===== src/rtl/iq_pkg.sv =====
`default_nettype none
// ============================================================================
//  Module   : iq_pkg
//  Purpose  : Shared sizes and the default-width entry layout for the
//             16-entry out-of-order issue queue.
//  Revision : 1.0  initial release
// ============================================================================
package iq_pkg;

  localparam int IQ_ENTRIES = 16;
  localparam int IQ_IDX_W   = 4;
  localparam int IQ_DATA_W  = 32;
  localparam int IQ_TAG_W   = 6;

  // One queue slot at the default payload/tag widths.
  typedef struct packed {
    logic                 valid;
    logic [IQ_DATA_W-1:0] data;
    logic [IQ_TAG_W-1:0]  dest;
    logic [IQ_TAG_W-1:0]  src1;
    logic                 rdy1;
    logic [IQ_TAG_W-1:0]  src2;
    logic                 rdy2;
  } iq_entry_t;

endpackage
`default_nettype wire


===== src/rtl/issue_queue_if.sv =====
`default_nettype none
// ============================================================================
//  Module   : issue_queue_if
//  Purpose  : Dispatch, wakeup, grant and issue signals of the issue queue.
//             The slave modport is the queue itself; master is its environment.
//  Revision : 1.0  initial release
// ============================================================================
interface issue_queue_if
  import iq_pkg::*;
#(
  parameter int DATA_W = IQ_DATA_W,
  parameter int TAG_W  = IQ_TAG_W
) ();

  logic                  Flush_IN;
  logic                  Dispatch_Valid_IN;
  logic [DATA_W-1:0]     Dispatch_Data_IN;
  logic [TAG_W-1:0]      Dispatch_Dest_IN;
  logic [TAG_W-1:0]      Dispatch_Src1_IN;
  logic [TAG_W-1:0]      Dispatch_Src2_IN;
  logic                  Dispatch_Rdy1_IN;
  logic                  Dispatch_Rdy2_IN;
  logic [1:0]            Wakeup_Valid_IN;
  logic [2*TAG_W-1:0]    Wakeup_Tag_IN;
  logic                  Issue_IN;
  logic [IQ_IDX_W-1:0]   grant_index_IN;
  logic [IQ_ENTRIES-1:0] request_OUT;
  logic                  Full_OUT;
  logic [4:0]            Count_OUT;
  logic                  Issued_Valid_OUT;
  logic [DATA_W-1:0]     Issued_Data_OUT;
  logic [TAG_W-1:0]      Issued_Dest_OUT;

  modport master (
    output Flush_IN, Dispatch_Valid_IN, Dispatch_Data_IN, Dispatch_Dest_IN,
           Dispatch_Src1_IN, Dispatch_Src2_IN, Dispatch_Rdy1_IN, Dispatch_Rdy2_IN,
           Wakeup_Valid_IN, Wakeup_Tag_IN, Issue_IN, grant_index_IN,
    input  request_OUT, Full_OUT, Count_OUT, Issued_Valid_OUT, Issued_Data_OUT,
           Issued_Dest_OUT
  );

  modport slave (
    input  Flush_IN, Dispatch_Valid_IN, Dispatch_Data_IN, Dispatch_Dest_IN,
           Dispatch_Src1_IN, Dispatch_Src2_IN, Dispatch_Rdy1_IN, Dispatch_Rdy2_IN,
           Wakeup_Valid_IN, Wakeup_Tag_IN, Issue_IN, grant_index_IN,
    output request_OUT, Full_OUT, Count_OUT, Issued_Valid_OUT, Issued_Data_OUT,
           Issued_Dest_OUT
  );

endinterface
`default_nettype wire


===== src/rtl/iq_free_select.sv =====
`default_nettype none
// ============================================================================
//  Module   : iq_free_select
//  Purpose  : Lowest-index priority encoder over the free (not valid) slots.
//  Revision : 1.0  initial release
// ============================================================================
module iq_free_select
  import iq_pkg::*;
(
  input  logic [IQ_ENTRIES-1:0] valid,
  output logic [IQ_IDX_W-1:0]   alloc_idx,
  output logic                  alloc_ok
);

  // Scan from the top down so the lowest free index is the last one written.
  always_comb begin
    alloc_idx = '0;
    alloc_ok  = 1'b0;
    for (int i = IQ_ENTRIES - 1; i >= 0; i--) begin
      if (!valid[i]) begin
        alloc_idx = IQ_IDX_W'(i);
        alloc_ok  = 1'b1;
      end
    end
  end

endmodule
`default_nettype wire


===== src/rtl/issue_queue.sv =====
`default_nettype none
// ============================================================================
//  Module   : issue_queue
//  Purpose  : 16-entry out-of-order issue queue. Tracks source readiness via
//             the two-lane wakeup bus, requests ready entries from the select
//             logic and reads the granted entry out to register read.
//  Revision : 1.0  initial release
// ============================================================================
module issue_queue
  import iq_pkg::*;
#(
  parameter int DATA_W = IQ_DATA_W,
  parameter int TAG_W  = IQ_TAG_W
) (
  input  logic        CLK,
  input  logic        RESET_N,
  issue_queue_if.slave bus
);

  typedef struct packed {
    logic [DATA_W-1:0] data;
    logic [TAG_W-1:0]  dest;
    logic [TAG_W-1:0]  src1;
    logic              rdy1;
    logic [TAG_W-1:0]  src2;
    logic              rdy2;
  } entry_t;

  logic [IQ_ENTRIES-1:0] valid;
  entry_t                entries [IQ_ENTRIES];
  logic [4:0]            count;
  logic                  issued_valid;
  logic [DATA_W-1:0]     issued_data;
  logic [TAG_W-1:0]      issued_dest;

  logic [IQ_ENTRIES-1:0] request;
  logic [IQ_IDX_W-1:0]   alloc_idx;
  logic                  alloc_ok;
  logic                  full;
  logic                  dispatch_ok;
  logic                  issue_ok;
  logic                  dsp_rdy1;
  logic                  dsp_rdy2;

  // True when any asserted wakeup lane carries this tag.
  function automatic logic woken(input logic [TAG_W-1:0]   tag,
                                 input logic [1:0]         lane_vld,
                                 input logic [2*TAG_W-1:0] lane_tag);
    return (lane_vld[0] && (lane_tag[TAG_W-1:0] == tag)) ||
           (lane_vld[1] && (lane_tag[2*TAG_W-1:TAG_W] == tag));
  endfunction

  generate
    for (genvar i = 0; i < IQ_ENTRIES; i++) begin : g_req
      assign request[i] = valid[i] & entries[i].rdy1 & entries[i].rdy2;
    end
  endgenerate

  iq_free_select u_free_select (
    .valid     (valid),
    .alloc_idx (alloc_idx),
    .alloc_ok  (alloc_ok)
  );

  // Full is taken from pre-edge state, so a slot freed by this edge's issue
  // is not reused until the next edge.
  assign full        = &valid;
  assign dispatch_ok = bus.Dispatch_Valid_IN & ~full & alloc_ok;
  assign issue_ok    = bus.Issue_IN & request[bus.grant_index_IN];
  assign dsp_rdy1    = bus.Dispatch_Rdy1_IN |
                       woken(bus.Dispatch_Src1_IN, bus.Wakeup_Valid_IN, bus.Wakeup_Tag_IN);
  assign dsp_rdy2    = bus.Dispatch_Rdy2_IN |
                       woken(bus.Dispatch_Src2_IN, bus.Wakeup_Valid_IN, bus.Wakeup_Tag_IN);

  // Control state: valid bits, occupancy counter and the issue output register.
  always_ff @(posedge CLK or negedge RESET_N) begin
    if (!RESET_N) begin
      valid        <= '0;
      count        <= '0;
      issued_valid <= 1'b0;
      issued_data  <= '0;
      issued_dest  <= '0;
    end else if (bus.Flush_IN) begin
      valid        <= '0;
      count        <= '0;
      issued_valid <= 1'b0;
    end else begin
      issued_valid <= issue_ok;
      if (issue_ok) begin
        issued_data            <= entries[bus.grant_index_IN].data;
        issued_dest            <= entries[bus.grant_index_IN].dest;
        valid[bus.grant_index_IN] <= 1'b0;
      end
      // The allocated slot is always free, so it never collides with the grant.
      if (dispatch_ok) begin
        valid[alloc_idx] <= 1'b1;
      end
      count <= count + 5'(dispatch_ok) - 5'(issue_ok);
    end
  end

  // Entry payload and readiness; meaningful only while the slot is valid.
  always_ff @(posedge CLK) begin
    for (int i = 0; i < IQ_ENTRIES; i++) begin
      if (dispatch_ok && !bus.Flush_IN && (alloc_idx == IQ_IDX_W'(i))) begin
        entries[i] <= '{data: bus.Dispatch_Data_IN, dest: bus.Dispatch_Dest_IN,
                        src1: bus.Dispatch_Src1_IN, rdy1: dsp_rdy1,
                        src2: bus.Dispatch_Src2_IN, rdy2: dsp_rdy2};
      end else if (valid[i]) begin
        if (woken(entries[i].src1, bus.Wakeup_Valid_IN, bus.Wakeup_Tag_IN)) begin
          entries[i].rdy1 <= 1'b1;
        end
        if (woken(entries[i].src2, bus.Wakeup_Valid_IN, bus.Wakeup_Tag_IN)) begin
          entries[i].rdy2 <= 1'b1;
        end
      end
    end
  end

  assign bus.request_OUT      = request;
  assign bus.Full_OUT         = full;
  assign bus.Count_OUT        = count;
  assign bus.Issued_Valid_OUT = issued_valid;
  assign bus.Issued_Data_OUT  = issued_data;
  assign bus.Issued_Dest_OUT  = issued_dest;

endmodule
`default_nettype wire


===== src/flat_wrapper.sv =====
// flat-port wrapper written by rule: the top's interface ports become plain ports
module issue_queue_flat import iq_pkg::*;
#(
  parameter int DATA_W = IQ_DATA_W,
  parameter int TAG_W  = IQ_TAG_W
)
  (CLK, RESET_N, bus_Flush_IN, bus_Dispatch_Valid_IN, bus_Dispatch_Data_IN, bus_Dispatch_Dest_IN, bus_Dispatch_Src1_IN, bus_Dispatch_Src2_IN, bus_Dispatch_Rdy1_IN, bus_Dispatch_Rdy2_IN, bus_Wakeup_Valid_IN, bus_Wakeup_Tag_IN, bus_Issue_IN, bus_grant_index_IN, bus_request_OUT, bus_Full_OUT, bus_Count_OUT, bus_Issued_Valid_OUT, bus_Issued_Data_OUT, bus_Issued_Dest_OUT);
  issue_queue_if #(.DATA_W(DATA_W), .TAG_W(TAG_W)) bus_i ();
  input  logic CLK;
  input  logic RESET_N;
  input wire logic [$bits(bus_i.Flush_IN)-1:0] bus_Flush_IN;
  input wire logic [$bits(bus_i.Dispatch_Valid_IN)-1:0] bus_Dispatch_Valid_IN;
  input wire logic [$bits(bus_i.Dispatch_Data_IN)-1:0] bus_Dispatch_Data_IN;
  input wire logic [$bits(bus_i.Dispatch_Dest_IN)-1:0] bus_Dispatch_Dest_IN;
  input wire logic [$bits(bus_i.Dispatch_Src1_IN)-1:0] bus_Dispatch_Src1_IN;
  input wire logic [$bits(bus_i.Dispatch_Src2_IN)-1:0] bus_Dispatch_Src2_IN;
  input wire logic [$bits(bus_i.Dispatch_Rdy1_IN)-1:0] bus_Dispatch_Rdy1_IN;
  input wire logic [$bits(bus_i.Dispatch_Rdy2_IN)-1:0] bus_Dispatch_Rdy2_IN;
  input wire logic [$bits(bus_i.Wakeup_Valid_IN)-1:0] bus_Wakeup_Valid_IN;
  input wire logic [$bits(bus_i.Wakeup_Tag_IN)-1:0] bus_Wakeup_Tag_IN;
  input wire logic [$bits(bus_i.Issue_IN)-1:0] bus_Issue_IN;
  input wire logic [$bits(bus_i.grant_index_IN)-1:0] bus_grant_index_IN;
  output wire logic [$bits(bus_i.request_OUT)-1:0] bus_request_OUT;
  output wire logic [$bits(bus_i.Full_OUT)-1:0] bus_Full_OUT;
  output wire logic [$bits(bus_i.Count_OUT)-1:0] bus_Count_OUT;
  output wire logic [$bits(bus_i.Issued_Valid_OUT)-1:0] bus_Issued_Valid_OUT;
  output wire logic [$bits(bus_i.Issued_Data_OUT)-1:0] bus_Issued_Data_OUT;
  output wire logic [$bits(bus_i.Issued_Dest_OUT)-1:0] bus_Issued_Dest_OUT;
  assign bus_i.Flush_IN = bus_Flush_IN;
  assign bus_i.Dispatch_Valid_IN = bus_Dispatch_Valid_IN;
  assign bus_i.Dispatch_Data_IN = bus_Dispatch_Data_IN;
  assign bus_i.Dispatch_Dest_IN = bus_Dispatch_Dest_IN;
  assign bus_i.Dispatch_Src1_IN = bus_Dispatch_Src1_IN;
  assign bus_i.Dispatch_Src2_IN = bus_Dispatch_Src2_IN;
  assign bus_i.Dispatch_Rdy1_IN = bus_Dispatch_Rdy1_IN;
  assign bus_i.Dispatch_Rdy2_IN = bus_Dispatch_Rdy2_IN;
  assign bus_i.Wakeup_Valid_IN = bus_Wakeup_Valid_IN;
  assign bus_i.Wakeup_Tag_IN = bus_Wakeup_Tag_IN;
  assign bus_i.Issue_IN = bus_Issue_IN;
  assign bus_i.grant_index_IN = bus_grant_index_IN;
  assign bus_request_OUT = bus_i.request_OUT;
  assign bus_Full_OUT = bus_i.Full_OUT;
  assign bus_Count_OUT = bus_i.Count_OUT;
  assign bus_Issued_Valid_OUT = bus_i.Issued_Valid_OUT;
  assign bus_Issued_Data_OUT = bus_i.Issued_Data_OUT;
  assign bus_Issued_Dest_OUT = bus_i.Issued_Dest_OUT;
  issue_queue #(.DATA_W(DATA_W), .TAG_W(TAG_W)) u_core (.CLK(CLK), .RESET_N(RESET_N), .bus(bus_i));
endmodule

===== config.mk =====
export PLATFORM = sky130hd
export DESIGN_NAME = issue_queue_flat
export DESIGN_NICKNAME = d
export VERILOG_FILES = /design/src/rtl/iq_pkg.sv /design/src/rtl/issue_queue_if.sv /design/src/rtl/iq_free_select.sv /design/src/rtl/issue_queue.sv /design/src/flat_wrapper.sv
export SDC_FILE = /design/constraint.sdc
export NUM_CORES = 1
export LEC_CHECK = 0
export CORE_MARGIN = 4
export CORE_UTILIZATION = 30
export DETAILED_ROUTE_END_ITERATION = 10
export PLACE_DENSITY = 0.44
export SYNTH_ARGS = -nofsm -noshare
export SYNTH_HDL_FRONTEND = slang
export SYNTH_SLANG_ARGS = --single-unit
export TNS_END_PERCENT = 10

===== constraint.sdc =====
create_clock -name CLK -period 6.35 [get_ports CLK]
set_clock_uncertainty 0.15 [all_clocks]
set_input_delay 0.9525 -clock CLK [delete_from_list [all_inputs] [get_ports CLK]]
set_output_delay 0.9525 -clock CLK [all_outputs]
set_load 0.01 [all_outputs]

**Word level (Yosys, flattened, before mapping)**

Memories as Yosys holds them, arrays and structs flattened. A register that Yosys moved wholly into a read port is not among the register bits.
Index checks and enable logic that the tools add are counted.

- Add/subtract/negate cells: 2
- Multipliers: 0
- Divide/modulo/power cells: 0
- $lt $le $gt $ge: 4
- Eq/ne operators: 83
- Shift operators: 0
- Multiplexer cells: 236
- Bitwise logic cells: 74
- Reductions and logical operators: 126

Operators by type and width:

| operator | count |
|---|---|
| $eq A6 B6 Y1 | 68 |
| $mux W1 | 212 |
| $logic_and A1 B1 Y1 | 87 |
| $mux W16 | 4 |
| $mux W4 | 16 |
| $and A1 B1 Y1 | 35 |
| $logic_or A1 B1 Y1 | 34 |
| $or A1 B1 Y1 | 34 |
| $eq A4 B4 Y1 const B | 8 |
| $and A16 B16 Y16 | 1 |
| $eq A4 B3 Y1 const B | 4 |
| $not A16 Y16 | 1 |
| $or A16 B16 Y16 | 1 |
| $reduce_and A16 Y1 | 1 |
| $lt A4 B5 Y1 const B | 2 |
| $demux W1 S4 | 2 |
| $eq A4 B2 Y1 const B | 2 |
| $ge A4 B1 Y1 const B | 2 |
| $add A5 B1 Y5 | 1 |
| $mux W5 | 1 |
| $sub A5 B1 Y5 | 1 |
| $bmux W1 S4 | 1 |
| $eq A4 B1 Y1 const B | 1 |
| $logic_not A4 Y1 | 1 |
| 3 further kinds | 5 |

- Bits in registers: 22
- Bits in latches: 0
- RAM bits: 832
- Memory bits (read-only): 0
- Input port bits: 75
- Output and inout bits: 61
- Memories: 1

Memories:

| memory | depth | bits a word | rd ports | clocked after Yosys merged registers in | wr ports | RTL line | RTL |
|---|---|---|---|---|---|---|---|
| u_core.entries | 16 | 52 | 17 | 1 | 16 | issue_queue.sv:30 | `entry_t entries [IQ_ENTRIES];` |

**Longest topological paths before layout**

- Depth after elaboration: 23
- Mapped depth: 16
- Depth with buffers taken out: 14

**Hierarchy**

Synthesis repeated with hierarchy kept, for this count alone.

- Cells, all modules: 2068
- Area total of the unflattened synthesis: 37654.9 um^2

By module, submodules not included:

| module | times used | cells each | area each (um^2) |
|---|---|---|---|
| issue_queue | 1 | 2034 | 37488.5 |
| iq_free_select | 1 | 34 | 166.4 |

**Least setup slack after synthesis**

Ideal clock, no wire load.

- Path kind: input port to flip-flop
- From: input port bus_Flush_IN
- To: memory u_core.entries[4][10] (netlist name) (enable)
- Arrival: 5.158 ns
- Data required time: 5.670 ns
- Path slack: 0.512 ns
- Stages: 4
- Buffers on the path: 0
- Cells stage by stage: nand2b_1 nor2_1 nand2_1 nor3b_1

RTL lines:

| what | RTL line | RTL |
|---|---|---|
| start: declaration | flat_wrapper.sv:11 | `input wire logic [$bits(bus_i.Flush_IN)-1:0] bus_Flush_IN;` |
| end: declaration | issue_queue.sv:30 |  |

**Worst setup path in the final report**

- From: register u_core.valid[7]
- To: output port bus_Full_OUT

- Cells in the longest elaborated chain, start to end: 1

RTL lines:

| what | RTL line | RTL |
|---|---|---|
| start: declaration | issue_queue.sv:29 | `logic [IQ_ENTRIES-1:0] valid;` |
| start signal: assignment | issue_queue.sv:78 | `valid <= '0;` |
| start signal: assignment | issue_queue.sv:84 | `valid <= '0;` |
| start signal: indexed assignment | issue_queue.sv:92 | `valid[bus.grant_index_IN] <= 1'b0;` |
| $reduce_and A16 Y1 | issue_queue.sv:67 | `assign full = &valid;` |
| end: declaration | flat_wrapper.sv:24 | `output wire logic [$bits(bus_i.Full_OUT)-1:0] bus_Full_OUT;` |

Every way passes these cells.

==> results <==
- The worst register-to-register path ends at u_core.entries[5][35].
- The part of the Yosys area used for sequential elements is about 70%.
- The category of cells accounting for the largest share of critical-path delay is simple AND/OR/NAND/NOR gates.
- The share of Yosys cell area claimed by the top area cell type is 65.7%.
- The synthesized netlist cell count is between 2000 and 2500.
- The number of antenna violations at the first check in global routing is 4.
- The class of the tightest hold or removal check is in2async.
- The via count of the first global-routing pass is roughly 21000.
- Summed over all layers, the global routing overflow is 0.
- The length in cells of the worst reg-to-reg path is 7.
- In the post-synthesis netlist, the cell with the most instances is edfxtp_1.
- TritonCTS built the clock tree.
- The critical path goes through and2_1 > nand3_1 > nor4_1 > clkdlybuf4s50_1.
- The global-route usage over all layers is between 10% and 20%.
- The clock root buffer is clkbuf_16.
- In the routed design, unresolved DRC markers number 0.
- The chip height is about 360 µm.
- The first global-routing pass estimated around 160000 µm of wire.
- For this run, the post-layout net count is 2333.
- A synthesized cell averages between 15 and 20 µm².
- After routing, the total negative slack on setup checks comes to 0 ns.
- At the later pin of the worst-skew pair, clock insertion delay measures 0.67 ns.
- The top fanout value on the critical path is 9.
- The number of warnings issued by yosys is 0.
- The initial detailed-routing violation count is about 1300.
- The number of gates resized after CTS was 0.
- Setup repair after global routing left no endpoint under its margin.
- Using the TritonRoute via totals, the vias-per-cell ratio works out to just under 5.
- The total number of clock tree sinks is ~890.
- Counting flops with an async set or reset pin after synthesis yields a share of under 10%.
- The area growth from synthesis to layout is 17.2%.
- The combined area of all synthesized cells is 37900 µm².
- Once detailed placement completed, the half-perimeter wirelength came to 63100 µm.
- STA classifies the critical path startpoint as a register.
- The peak supply drop is 0.000179 V.
- For the pin with the worst max-slew slack, the measured transition is around 1.2 ns.
- The largest area contributor in the synthesized netlist is edfxtp_1.
- The master of the slowest instance on the critical path is nor4_1.
- The via count is between 15000 and 20000.
- The dominant synthesized flop cell is edfxtp_1.
- The horizontal extent of the die is between 300 and 400 µm.
- The routed wirelength normalized by instance count is between 20 and 30 µm.
- The effective utilization at floorplan is around 30%.
- The synthesis-stage register bit count is between 800 and 900.
- Counting the buffers created by CTS gives 100.
- Sorting the synthesized cells by area gives the leading types as edfxtp_1 (66%), mux4_2 (11%), xnor2_1 (4.9%).
- The number of input and output port buffers inserted is between 100 and 150.
- Pin placement for this block handled around 140 I/O pins.
- The power per standard cell area is between 300 and 400 nW/µm².
- The slack of the critical path is approximately 1.9 ns.
- Measured against its own limit, the worst slew margin works out to 20.1%.
- The final number of hold-violating endpoints was 0.
- In the final layout, the share of cells above drive strength 1 is 19.9%.
- The startpoint-to-endpoint class of the critical path is reg2out.
- The post-synth net total is around 2200.
- The peak per-stage delay on the critical path is 0.98 ns.
- The buffer count from post-CTS setup fixing is 0.
- The die covers about 130000 µm².
- The endpoint type of the worst setup path is an output pin.
- The commonest cells after synthesis are edfxtp_1 (830), xnor2_1 (211), xor2_1 (201).
- The deepest clock path buffer count is 3.
- The launch instance of the worst register-to-register path is u_core.valid[14].
- The number of pins exceeding their max-slew limit in the final report came to 0.
- The clock-pin slew on the worst setup and hold paths is roughly 0.060 ns.
- In the finished design, the share of the clock period the worst path needs comes to 70.5%.
- Hold repair after CTS inserted 0 buffers.
- The number of different library cells used by synthesis comes to 62.
- For this run, the top clock speed supported by timing is between 200 and 250 MHz.
- Entering global routing, the biggest net connects between 90 and 100 pins.
- The global placer's final weighted congestion is 0.814.
- For this design the static power due to leakage is 0.0144 µW.
- The worst endpoint required time is ~5.3 ns.
- Prior to clock tree synthesis, the placed netlist has a worst setup slack of between 1.5 and 2 ns.
- The arrival time of the worst setup path is roughly 3.4 ns.
- After floorplanning, the core was sized to cover between 100000 and 150000 µm².
- The number of enable flip-flop cells after synthesis is between 800 and 900.
- The worst-case register-to-register setup slack is between 2 and 2.5 ns.
- After detailed routing, the total wire length is 109000 µm.
- The run finished with clean final reports.
- Setup violations remaining at the end of the flow were counted as 0.
- Before antenna repair, the detailed router went through 5 iterations.
- The post-layout minimum cycle time is around 4.5 ns.
- In this run the remaining antenna-violating nets after routing total 0.
- The clock tree synthesis step divided the H-tree into 3 levels.
- The number of buffers and inverters on the critical path is 1.
- Max-cap violations in this run came to 0.
- In this run the core area contains 130 standard-cell rows.
## worst register-to-register path: cells and delay by family (launching register included)
family | cells | cell delay [ns]
compound gates | 3 | 1.10
buf+inv | 2 | 1.14
flops | 1 | 0.62
simple gates | 2 | 0.70
## flip-flops by register name, indices dropped and copies added (netlist names)
register / flops
u_core.bus.Issued_Dest_OUT: 6
u_core.bus.Count_OUT: 5
u_core.bus.Issued_Data_OUT: 32
u_core.entries: 832
u_core.valid: 16
u_core.bus.Issued_Valid_OUT: 1
## where the power goes
group | internal [µW] | leakage, µW | switching [µW]
sequential | 6550 | 0.00825 | 93.3
clock | 3410 | 0.00161 | 2340
combinational | 547 | 0.00452 | 599
## cell families after synthesis
kind of cell / share of synthesized area [%]
flops: 69.8
xor+xnor: 9.51
simple gates: 4.45
mux: 12.7
buf+inv: 2.00
compound gates: 1.40
fa+ha+maj: 0.218
## layer usage
metal  share of wire [%]  vias to the layer above  global-route usage [%]  routed length, µm
li1                    -                     8500                       -                  -
met1                  42                    10600                    21.2              46200
met2                  51                      454                    29.1              56000
met3                 3.7                      166                    2.27               4070
met4                 2.9                        0                    5.25               3130
met5                   0                        -                       0                  0
## stage by stage
stage / std cells / cell area (µm²) / hold slack (ns) / utilization [%] / total power (µW)
after global routing: 3988 / 44500 / 0.164 / 35.4 / 14100
after global placement: 3800 / 41200 / 0.342 / 32.8 / 7930
after CTS: 3988 / 44500 / 0.135 / 35.4 / 13700
final: 3989 / 44500 / 0.149 / 35.4 / 13500
after floorplan: 2078 / 37900 / 0.327 / - / 7350
after detailed placement: 3800 / 41200 / 0.348 / 32.8 / 7940
## final cells by class
cell class                 instances  area, µm²
fill                           11800      81100
sequential                       892      26500
multi-input combinational       1031      10800
clock buffer                     136       2760
tap                             1650       2060
timing repair buffer             189       1740
clock inverter                    52        505
inverter                          38        159
antenna                            1       2.50
## how the worst max path moves through the flow
| stage | start | endpoint | slack [ns] | depth (start not counted) |
|---|---|---|---|---|
| global route | u_core.valid[0] | bus_Full_OUT | 1.84 | 3 |
| floorplan | bus_Flush_IN | u_core.entries[4][10] | 0.51 | 4 |
| global placement | bus_Flush_IN | u_core.entries[5][42] | 1.71 | 7 |
| detailed placement | bus_Flush_IN | u_core.entries[5][42] | 1.66 | 7 |
| finish | u_core.valid[7] | bus_Full_OUT | 1.88 | 4 |
| CTS | u_core.valid[7] | bus_Full_OUT | 1.79 | 4 |
## cells in the final DEF, fill, tap and decap left out, drive strengths merged, types with 13 or more instances in the layout
master	count
buf	70
clkbuf	136
clkdlybuf4s50	119
clkinv	51
dfrtp	60
edfxtp	830
inv	30
mux2	38
mux4	190
nand2	75
nand3	17
nand4	78
nor2	13
nor4	68
o21ai	42
xnor2	211
xor2	201
(Power assumes the default switching activity.)
